$ cat src/rtl/ddr_ctrl_pkg.sv
// Shared DDR controller types: host ID width,
// R-channel response codes and read-response FSM states.
package ddr_ctrl_pkg;

  localparam int RID_W = 2;

  typedef enum logic [1:0] {
    RESP_OKAY   = 2'b00,
    RESP_EXOKAY = 2'b01,
    RESP_SLVERR = 2'b10,
    RESP_DECERR = 2'b11
  } rresp_e;

  typedef enum logic [1:0] {
    RR_IDLE,
    RR_CAPTURE,
    RR_SEND,
    RR_RELEASE
  } rr_state_e;

endpackage

$ cat src/rtl/read_beat_buffer.sv
// Beat storage for one read burst: registered write port,
// combinational read port, no reset on the array.
module read_beat_buffer #(
  parameter int DATA_WIDTH = 32,
  parameter int DEPTH      = 8,
  parameter int IDX_W      = 3
) (
  input  logic                  clk,
  input  logic                  we_i,
  input  logic [IDX_W-1:0]      widx_i,
  input  logic [DATA_WIDTH-1:0] wdata_i,
  input  logic [IDX_W-1:0]      ridx_i,
  output logic [DATA_WIDTH-1:0] rdata_o
);

  logic [DATA_WIDTH-1:0] mem_q [DEPTH];

  always_ff @(posedge clk) begin
    if (we_i) mem_q[widx_i] <= wdata_i;
  end

  assign rdata_o = mem_q[ridx_i];

endmodule

$ cat src/rtl/read_response_tx.sv
// Store-and-forward R-channel transmitter: captures one DDR read
// burst, replays it to the host, then pulses pop to retire the RID.
import ddr_ctrl_pkg::*;

module read_response_tx #(
  parameter int DATA_WIDTH = 32,
  parameter int LEN_WIDTH  = 3,
  parameter int BEAT_DEPTH = 8
) (
  input  logic                  clk,
  input  logic                  n_rst,
  input  logic                  cmd_valid,
  input  logic [RID_W-1:0]      cmd_rid,
  input  logic [LEN_WIDTH-1:0]  cmd_len,
  output logic                  cmd_ready,
  input  logic                  dq_valid,
  input  logic [DATA_WIDTH-1:0] dq_data,
  output logic                  rvalid,
  input  logic                  rready,
  output logic [DATA_WIDTH-1:0] rdata,
  output logic [RID_W-1:0]      rid,
  output logic [1:0]            rresp,
  output logic                  rlast,
  output logic                  pop,
  output logic [RID_W-1:0]      popped_rid,
  output logic                  drop_err
);

  rr_state_e            state_q, state_d;
  logic [RID_W-1:0]     rid_q, rid_d;
  logic [LEN_WIDTH-1:0] len_q, len_d;
  logic [LEN_WIDTH-1:0] wptr_q, wptr_d;
  logic [LEN_WIDTH-1:0] rptr_q, rptr_d;
  logic                 buf_we;
  logic [DATA_WIDTH-1:0] buf_rdata;

  always_ff @(posedge clk or negedge n_rst) begin
    if (!n_rst) begin
      state_q <= RR_IDLE;
      rid_q   <= '0;
      len_q   <= '0;
      wptr_q  <= '0;
      rptr_q  <= '0;
    end else begin
      state_q <= state_d;
      rid_q   <= rid_d;
      len_q   <= len_d;
      wptr_q  <= wptr_d;
      rptr_q  <= rptr_d;
    end
  end

  always_comb begin
    state_d = state_q;
    rid_d   = rid_q;
    len_d   = len_q;
    wptr_d  = wptr_q;
    rptr_d  = rptr_q;
    buf_we  = 1'b0;
    unique case (state_q)
      RR_IDLE: begin
        if (cmd_valid) begin
          rid_d   = cmd_rid;
          len_d   = cmd_len;
          wptr_d  = '0;
          state_d = RR_CAPTURE;
        end
      end
      RR_CAPTURE: begin
        if (dq_valid) begin
          buf_we = 1'b1;
          wptr_d = wptr_q + 1'b1;
          if (wptr_q == len_q) begin
            rptr_d  = '0;
            state_d = RR_SEND;
          end
        end
      end
      RR_SEND: begin
        if (rready) begin
          if (rptr_q == len_q) state_d = RR_RELEASE;
          else rptr_d = rptr_q + 1'b1;
        end
      end
      RR_RELEASE: state_d = RR_IDLE;
      default: state_d = RR_IDLE;
    endcase
  end

  read_beat_buffer #(
    .DATA_WIDTH(DATA_WIDTH),
    .DEPTH     (BEAT_DEPTH),
    .IDX_W     (LEN_WIDTH)
  ) u_buf (
    .clk    (clk),
    .we_i   (buf_we),
    .widx_i (wptr_q),
    .wdata_i(dq_data),
    .ridx_i (rptr_q),
    .rdata_o(buf_rdata)
  );

  // Outputs decode straight from state so reset drops them at once.
  assign cmd_ready  = (state_q == RR_IDLE);
  assign rvalid     = (state_q == RR_SEND);
  assign pop        = (state_q == RR_RELEASE);
  assign rdata      = rvalid ? buf_rdata : '0;
  assign rid        = rvalid ? rid_q : '0;
  assign rlast      = rvalid && (rptr_q == len_q);
  assign rresp      = RESP_OKAY;
  assign popped_rid = pop ? rid_q : '0;
  assign drop_err   = dq_valid && (state_q != RR_CAPTURE);

endmodule

$ cat config.mk
export PLATFORM = sky130hd
export DESIGN_NAME = read_response_tx
export DESIGN_NICKNAME = d
export VERILOG_FILES = /design/src/rtl/ddr_ctrl_pkg.sv /design/src/rtl/read_beat_buffer.sv /design/src/rtl/read_response_tx.sv
export SDC_FILE = /design/constraint.sdc
export NUM_CORES = 1
export LEC_CHECK = 0
export ABC_AREA = 0
export CAP_MARGIN = 20
export CORE_AREA = 5 5 151 153
export DETAILED_ROUTE_END_ITERATION = 6
export DIE_AREA = 0 0 156 158
export MAX_ROUTING_LAYER = met4
export PLACE_DENSITY = 0.7
export SYNTH_ARGS = -nofsm -noshare
export SYNTH_HDL_FRONTEND = slang
export SYNTH_SLANG_ARGS = --single-unit
$ cat constraint.sdc
create_clock -name clk -period 4.6 [get_ports clk]
set_clock_uncertainty 0.05 [all_clocks]
set_input_delay 0.92 -clock clk [delete_from_list [all_inputs] [get_ports clk]]
set_output_delay 0.92 -clock clk [all_outputs]
set_load 0.05 [all_outputs]
==> impl_metrics.tcl, run 1 <==
set metrics [dict create \
    htreeDepth 1 \
    path_class "reg -> out" \
    netlist_area_um2 10600 \
    maxSlewHeadroom_pct 52.8 \
    period_minus_slack_ps 4040 \
    syn_inst 507 \
    grt_overflow 0 \
    cp_slowest_cell "clkdlybuf4s50_1" \
    clk_pin_slew_ps 60 \
    vias 5088 \
    cp-start-kind "flip-flop" \
    seqPwrFrac_pct 38.2 \
    cts_tree "yes" \
    max_stage_delay_ps 710 \
    yosysUniqueCellTypes 36 \
    timing.fmax_ghz 0.248 \
    clkPwrFrac_pct 30.0 \
    slew_viol_final 0 \
    routedWlPerCell_um 22.4 \
    path_cells "buf_4 > mux4_2 > mux2i_1 > nor2_1 > clkdlybuf4s50_1" \
    synth_area_per_cell_um2 21.0 \
    dr.pass1.iters 4 \
    async_flop_share_pct 4.83 \
    net-switching-power_uw 2480 \
    yosysMostFrequentCell "edfxtp_1" \
    area_growth_pct 21.0 \
    cts_buffer_depth 3 \
    drt_drc_violations_left 0 \
    antenna_found_initial 1 \
    drive_above_1_share_pct 24.0 \
    worst_slack_ps 563 \
    tightest_slew_ps 708 \
    via_per_inst 5.57 \
    yosysSeqAreaShare_pct 75.4 \
    core-area_um2 21400 \
    pin_count 85 \
    wl_mm 20.5 \
    grt_usage_pct 17.6 \
    hold_buffers 0 \
    fp-row-count 54 \
    die-area_um2 24600 \
    clock_sink_count 269 \
    cellPowerDensity_nw_per_um2 620 \
    end_kind "output port" \
    finalSetupViolCount 0 \
    ys_seq_elements 269 \
    arrival_ps 3070 \
    switching_share_pct 31.1 \
    p_int_uw 5500 \
    port_buffers 82 \
    critPathRequiredTime_ps 3630 \
    yosys.area.top_type_share_pct 72.3 \
    hpwl_mm 12.4 \
    leakage_uw 0.00410 \
    worstHoldPathType "reg -> reg" \
    ys_top_cells_by_area "edfxtp_1 (72%), mux4_2 (14%), dfrtp_1 (3.1%)" \
    synth_flop_cell "edfxtp_1" \
    ys_top_cells_by_count "edfxtp_1 (256), mux4_2 (64), nor2_1 (40)" \
    finalNonFillerCells 914 \
    r2r_slack_ps 2000 \
    grt_pass1_vias 5540 \
    initial_utilization_pct 49.6 \
    path_buf_inv 2 \
    yosysTopAreaCell "edfxtp_1" \
    postRouteAntennaNets 0 \
    ys_warn_count 0 \
    cts_made_buffers 26 \
    final_nets 661 \
    drt_iter0_drc 392 \
    worstSkewPairLatency_ps 520 \
    fin_setup_tns_ps 0 \
    fp.dieW_um 156 \
    place_congestion 0.791 \
    cts_setup_buffers 0 \
    post-place-cells 865 \
    ctsResizeCount 0 \
    rsz0062_at_grt "false" \
    die_y_um 158 \
    combPwrFrac_pct 31.7 \
    cap_violations 0 \
    dp_slack_ps 1050 \
    vdd_drop_max_uv 350 \
    status "completed" \
    post-route-period-util_pct 87.8 \
    cp_max_fo 19 \
    cts_root_buf "clkbuf_16" \
    grt_max_degree 50 \
    grt_pass1_wl_mm 31.9 \
    synth_edf_count 256 \
    hold_viol 0 \
    cpLargestDelayFamily "buffers and inverters" \
]
[through the flow]
step           total power, µW  instance area, µm²  utilization, %  hold slack (ps)
2_1_floorplan             4950               10600               -              436
3_3_place_gp              5620               11900            55.4              450
3_5_place_dp              5680               11900            55.4              457
4_1_cts                   8070               12900            60.0              472
5_1_grt                   8350               12900            60.0              488
6_report                  7980               12900            60.0              470
[flip-flops by register name, indices dropped and copies added (netlist names)]
register / count
len_q: 3
rid_q: 2
rptr_q: 3
state_q: 2
u_buf.mem_q: 256
wptr_q: 3
[per-layer routing]
metal,vias up,routed length [µm],GRT usage (%)
met3,30,1140,2.84
met4,0,290,3.83
met5,-,0,-
met1,2653,8630,23.2
li1,2260,-,-
met2,145,10500,29.4
[final timing paths]
path,to,from,cells past startpoint
max,rdata[28],rptr_q[0],5
min,rid_q[0],rid_q[0],1
max reg2reg,u_buf.mem_q[3][4],state_q[1],5
min reg2reg,rid_q[0],rid_q[0],1
max in group asynchronous,rptr_q[0],n_rst,1
min in group asynchronous,len_q[1],n_rst,1
[cells in the final DEF (no fill, tap or decap), types with 8 or more instances in the layout]
cell and n:
nor2_1 34, mux2i_1 32, dfrtp_1 10, nand3_1 8
edfxtp_1 256, clkbuf_16 27, nand2_1 9, buf_4 22
bufinv_16 8, clkdlybuf4s50_1 80, mux4_2 64
[cells by family after synthesis]
| logic type | count (synthesis) | synth area share (%) |
|---|---|---|
| AOI/OAI and AO/OA | 17 | 1.09 |
| xor gates and xnor gates | 6 | 0.565 |
| adders and majority gates | 6 | 0.706 |
| buffers and inverters | 34 | 1.94 |
| DFF | 269 | 75.4 |
| muxes | 102 | 17.2 |
| other | 1 | 0.0353 |
| and+or+nand+nor | 72 | 3.01 |
[power groups by stage]
stage / logic, µW / clock network (µW) / registers (µW)
floorplan: 1970 / 0 / 2990
global placement: 2530 / 0 / 3090
detailed placement: 2570 / 0 / 3110
CTS: 2580 / 2440 / 3060
global route: 2720 / 2550 / 3070
finish: 2530 / 2390 / 3050
[worst reg2reg max path, cell delays in order (launching register included)]
cell and delay (ps):
dfrtp_1 400, inv_1 110, ha_1 390, nand3b_1 370, nor2_4 640, buf_4 330
[layout make-up]
cell class	count	area [µm²]
Inverter	7	26.3
Timing Repair Buffer	104	1010
Fill cell	1506	8560
Clock inverter	20	308
Antenna cell	1	2.50
Multi-Input combinational cell	205	2470
Tap cell	280	350
Sequential cell	269	8020
Clock buffer	28	679
(Power assumes the default switching activity.)
==> run 2: changes to the inputs <==
--- a/config.mk
+++ b/config.mk
@@ -7,11 +7,13 @@
 export LEC_CHECK = 0
 export ABC_AREA = 0
 export CAP_MARGIN = 20
+export CELL_PAD_IN_SITES_DETAIL_PLACEMENT = 1
+export CELL_PAD_IN_SITES_GLOBAL_PLACEMENT = 1
 export CORE_AREA = 5 5 151 153
 export DETAILED_ROUTE_END_ITERATION = 6
 export DIE_AREA = 0 0 156 158
 export MAX_ROUTING_LAYER = met4
-export PLACE_DENSITY = 0.7
+export PLACE_DENSITY_LB_ADDON = 0.1
 export SYNTH_ARGS = -nofsm -noshare
 export SYNTH_HDL_FRONTEND = slang
 export SYNTH_SLANG_ARGS = --single-unit
==> impl_metrics.tcl, run 2 (same netlist as run 1, synthesis figures left out) <==
set metrics [dict create \
    clk_pin_slew_ps 60 \
    vdd_drop_max_uv 348 \
    tightest_slew_ps 746 \
    rsz0062_at_grt "false" \
    fillers 1803 \
    grt_pass1_vias 5792 \
    die_y_um 158 \
    drt_drc_violations_left 0 \
    cts_setup_buffers 0 \
    worstSkewPairLatency_ps 520 \
    cp_max_fo 13 \
    drive_above_1_share_pct 22.7 \
    antenna_found_initial 0 \
    final_common_cell "edfxtp_1" \
    r2r_start "state_q[1]" \
    period_minus_slack_ps 4170 \
    largest_reg_flops 256 \
    fp.dieW_um 156 \
    arrival_ps 3200 \
    cts_tree "yes" \
    worst-path-stages 6 \
    finalNonFillerCells 915 \
    vias 5147 \
    postRouteAntennaNets 0 \
    path_cells "inv_1 > ha_1 > clkinv_1 > buf_4 > nor2_1 > clkdlybuf4s50_1" \
    die-area_um2 24600 \
    hold_viol 0 \
    status "completed" \
    r2r-end "u_buf.mem_q[6][3]" \
    met3_length_um 898 \
    cp-startpoint "state_q[0]" \
    final_cell_mix "edfxtp_1 (256), clkdlybuf4s50_1 (82), mux4_2 (64), nor2_1 (34), mux2i_1 (32)" \
    worstHoldPathType "reg -> reg" \
    max_stage_delay_ps 830 \
    finalSetupViolCount 0 \
    dr.pass1.iters 4 \
    fp-row-count 54 \
    cpLargestDelayFamily "buffers and inverters" \
    cts_made_buffers 28 \
    hold_buffers 0 \
    core-area_um2 21400 \
    cap_violations 0 \
    ctsResizeCount 0 \
    post-place-cells 863 \
    end_kind "output port" \
    maxSlewHeadroom_pct 50.2 \
    cp_slowest_cell "clkdlybuf4s50_1" \
    num_antenna_cells 0 \
    reg2regPathDepth 5 \
    area_growth_pct 21.0 \
    grt_usage_pct 19.5 \
    routedWlPerCell_um 24.7 \
    grt_overflow 0 \
    timing.fmax_ghz 0.240 \
    place_congestion 0.716 \
    wl_met2_mm 11.7 \
    slew_viol_final 0 \
    port_buffers 82 \
    leakage_uw 0.00408 \
    grt_max_degree 28 \
    final_nets 661 \
    cts_root_buf "clkbuf_16" \
    critPathRequiredTime_ps 3630 \
    pin_count 85 \
    path_class "reg -> out" \
    cellPowerDensity_nw_per_um2 616 \
    met1Wirelength_mm 9.73 \
    post-route-period-util_pct 90.6 \
    htreeDepth 1 \
    initial_utilization_pct 49.6 \
    dr.max_layer_used "met4" \
    regMostFlops "u_buf.mem_q" \
    r2r_slack_ps 2020 \
    crit_end "rdata[19]" \
    path_buf_inv 4 \
    clock_sink_count 269 \
    hpwl_mm 13.9 \
    cp-start-kind "flip-flop" \
    fin_setup_tns_ps 0 \
    drt_iter0_drc 356 \
    via_per_inst 5.63 \
    grt_pass1_wl_mm 35.4 \
    wl_mm 22.6 \
    cts_buffer_depth 3 \
]
[run 2: cell count changes in the layout (fill, tap and decap cells not counted), sizes merged]
cell and change:
buf -4, bufinv -4, clkbuf +6, clkdlybuf4s50 +2, clkinv +5, clkinvlp -3, diode -1
[run 2: worst min-delay path by stage]
stage / start / endpoint / slack, ps / cells after the start
2_1_floorplan: rid_q[0] / rid_q[0] / 440 / 1
3_3_place_gp: rid_q[1] / rid_q[1] / 460 / 1
6_report: rid_q[0] / rid_q[0] / 470 / 1
3_5_place_dp: rid_q[0] / rid_q[0] / 460 / 1
5_1_grt: rid_q[0] / rid_q[0] / 490 / 1
4_1_cts: rid_q[0] / rid_q[0] / 480 / 1
[run 2: final cells by class]
type,count,area (µm²),share of cell area (%)
repair buffers,102,1070,8.33
clock buffers,34,744,5.79
flip-flops and latches,269,8020,62.4
multi-input cells,205,2470,19.2
well taps,280,350,2.72
clock inverters,18,181,1.41
inverters,7,26.3,0.204
[run 2: power by group]
group | internal (µW) | switching (µW) | leakage [µW]
combinational | 1120 | 1440 | 0.00116
sequential | 2880 | 229 | 0.00247
clock | 1370 | 885 | 0.000458
[run 2: layer usage]
layer / GRT usage [%] / vias up
met3: 2.84 / 27
met4: 3.67 / 0
li1: - / 2267
met1: 25.9 / 2730
met5: - / -
met2: 33.0 / 123
[run 2: worst register-to-register path: stages, from the launching register on]
cell,delay (ps)
dfrtp_1,400
inv_1,110
ha_1,400
nand3_1,370
nor2_4,690
buf_12,270
[run 2: through the flow]
| step | cell area (µm²) | power [µW] | util (%) | setup WS (ps) | hold WS (ps) |
|---|---|---|---|---|---|
| 6_report | 12900 | 7920 | 60.0 | 430 | 471 |
| 2_1_floorplan | 10600 | 4950 | - | 531 | 436 |
| 5_1_grt | 12900 | 8300 | 60.0 | 148 | 489 |
| 4_1_cts | 12900 | 8040 | 60.0 | 317 | 478 |
| 3_3_place_gp | 11900 | 5690 | 55.7 | 993 | 461 |
| 3_5_place_dp | 11900 | 5760 | 55.7 | 923 | 465 |
==> edit (settings of run 2) <==
Encoding of `rr_state_e`: now one-hot (4 bits for 4 states).
--- a/src/rtl/ddr_ctrl_pkg.sv
+++ b/src/rtl/ddr_ctrl_pkg.sv
@@ -11,11 +11,11 @@
     RESP_DECERR = 2'b11
   } rresp_e;
 
-  typedef enum logic [1:0] {
-    RR_IDLE,
-    RR_CAPTURE,
-    RR_SEND,
-    RR_RELEASE
+  typedef enum logic [3:0] {
+    RR_IDLE    = 4'b0001,
+    RR_CAPTURE = 4'b0010,
+    RR_SEND    = 4'b0100,
+    RR_RELEASE = 4'b1000
   } rr_state_e;
 
 endpackage
Behaviour: same outputs for any inputs over 4 cycles, from zero or initial values and one cycle with n_rst low; so few cycles prove little.
==> edit against run 2 <==
  * Final cell count shrank 2.2%
  * Final area shrank 0.99%
  * Synthesized area shrank 0.98%
  * First-iteration DRC count shrank 45%
  * Global-route usage shrank 1.4 points
  * Sequential share of layout area grew 1.0 points
  * Worst setup slack lost 110 ps
  * Routed wire length shrank 6.4%
  * Synthesized cell count shrank 3.6%
  * Via count shrank 4.4%
  * Sequential cell count grew 2
  * Critical path type unchanged
  * Largest cell class unchanged
Power is not compared: it rests on default switching activity, and its combinational part moved more than twofold at a synthesized area within 25%.
==> edit: results <==
set metrics [dict create \
    status "completed" \
    cts_buffers 28 \
    ys_top_cells_by_count "edfxtp_1 (256), mux4_2 (64), nor2_1 (38)" \
    largestRegisters "u_buf.mem_q: 256 flops, state_q: 4 flops" \
    peakVddDrop_uv 292 \
    critPathMaxFanout 35 \
    dp.final_hpwl_mm 12.0 \
    io_buffers 82 \
    crit_end "rlast" \
    cts.path.max_buffers 3 \
    pre_cts_slack_ps 831 \
    grt_max_degree 36 \
    grt_pass1_vias 5462 \
    synth_xor_area_share_pct 0.583 \
    grt_first_pass_wirelength_mm 32.7 \
    synth_adder_area_share_pct 0.238 \
    synth.distinct_cells 33 \
    postCtsSetupRepairBufs 0 \
    grt_util_met1_pct 23.7 \
    synth_compound_area_share_pct 0.678 \
    final_layout_size_suffix_gt1_share_pct 22.8 \
    fin_util_pct 59.4 \
    ys_seq_area_share_pct 76.6 \
    path_clk_slew_ps 60 \
    clk_latency_ps 530 \
    muxShareOfSynthArea_pct 17.4 \
    post_drt_via_cell_ratio 5.50 \
    tightest_slew_ps 971 \
    async_flop_share_pct 5.54 \
    routed.top_layer "met4" \
    r2r_end "rptr_q[0]$_DFFE_PN0P_" \
    drtIter0Drc 196 \
    gp_congestion 0.750 \
    reg2reg_depth 4 \
    wl_met3_um 862 \
    fin_crit_sh_pct 93.1 \
    met1_length_mm 9.28 \
    cp.arrival_ps 3310 \
    wl_met2_mm 10.8 \
    final_nets 638 \
    rrSetupSlack_ps 1980 \
    antenna_found_initial 1 \
    placed_area_um2 11800 \
    regToRegStartpoint "state_q[1]$_DFFE_PN0P_" \
    nFillCells 1816 \
    yosys-top-cells-area "edfxtp_1 (73%), mux4_2 (14%), dfrtp_1 (3.3%)" \
    finalWirelength_mm 21.2 \
    grt.met3_usage_pct 2.54 \
    grt.met2_usage_pct 30.8 \
    grt_usage_pct 18.2 \
]
edit: critical path, cell delays in order (launching register included):
cell	delay [ps]
dfrtp_1	400
or4b_2	1130
inv_1	290
and2_1	160
clkdlybuf4s50_1	800
edit: power by group:
group	switching (W)	total (W)	internal, W
registers	0.000117	0.00290	0.00278
clock network	0.000864	0.00217	0.00130
logic	0.000359	0.000839	0.000480
total	0.00134	0.00591	0.00457
edit: how the worst min path moves through the flow:
stage	start	end	slack, ps	cells after the start
2_1_floorplan	rid_q[0]$_DFFE_PN0P_	rid_q[0]$_DFFE_PN0P_	440	1
3_3_place_gp	rid_q[1]$_DFFE_PN0P_	rid_q[1]$_DFFE_PN0P_	460	1
3_5_place_dp	rid_q[0]$_DFFE_PN0P_	rid_q[0]$_DFFE_PN0P_	460	1
4_1_cts	rid_q[0]$_DFFE_PN0P_	rid_q[0]$_DFFE_PN0P_	480	1
5_1_grt	rid_q[0]$_DFFE_PN0P_	rid_q[0]$_DFFE_PN0P_	500	1
6_report	rid_q[0]$_DFFE_PN0P_	rid_q[0]$_DFFE_PN0P_	480	1
edit: final cells by class:
cell class                      instances  area [µm²]  share of cell area, %
Antenna cell                            1        2.50                 0.0197
Clock buffer                           39         793                   6.23
Clock inverter                         11        98.8                  0.776
Inverter                                3        11.3                 0.0884
Multi-Input combinational cell        191        2390                   18.8
Sequential cell                       271        8070                   63.4
Tap cell                              280         350                   2.75
Timing Repair Buffer                   99        1010                   7.94
edit: through the flow:
step	total power (W)	hold slack [ps]	std cells
after floorplan	0.00355	435	490
after global placement	0.00380	460	844
after detailed placement	0.00382	462	844
after CTS	0.00599	475	894
after global routing	0.00618	502	895
final	0.00591	478	895
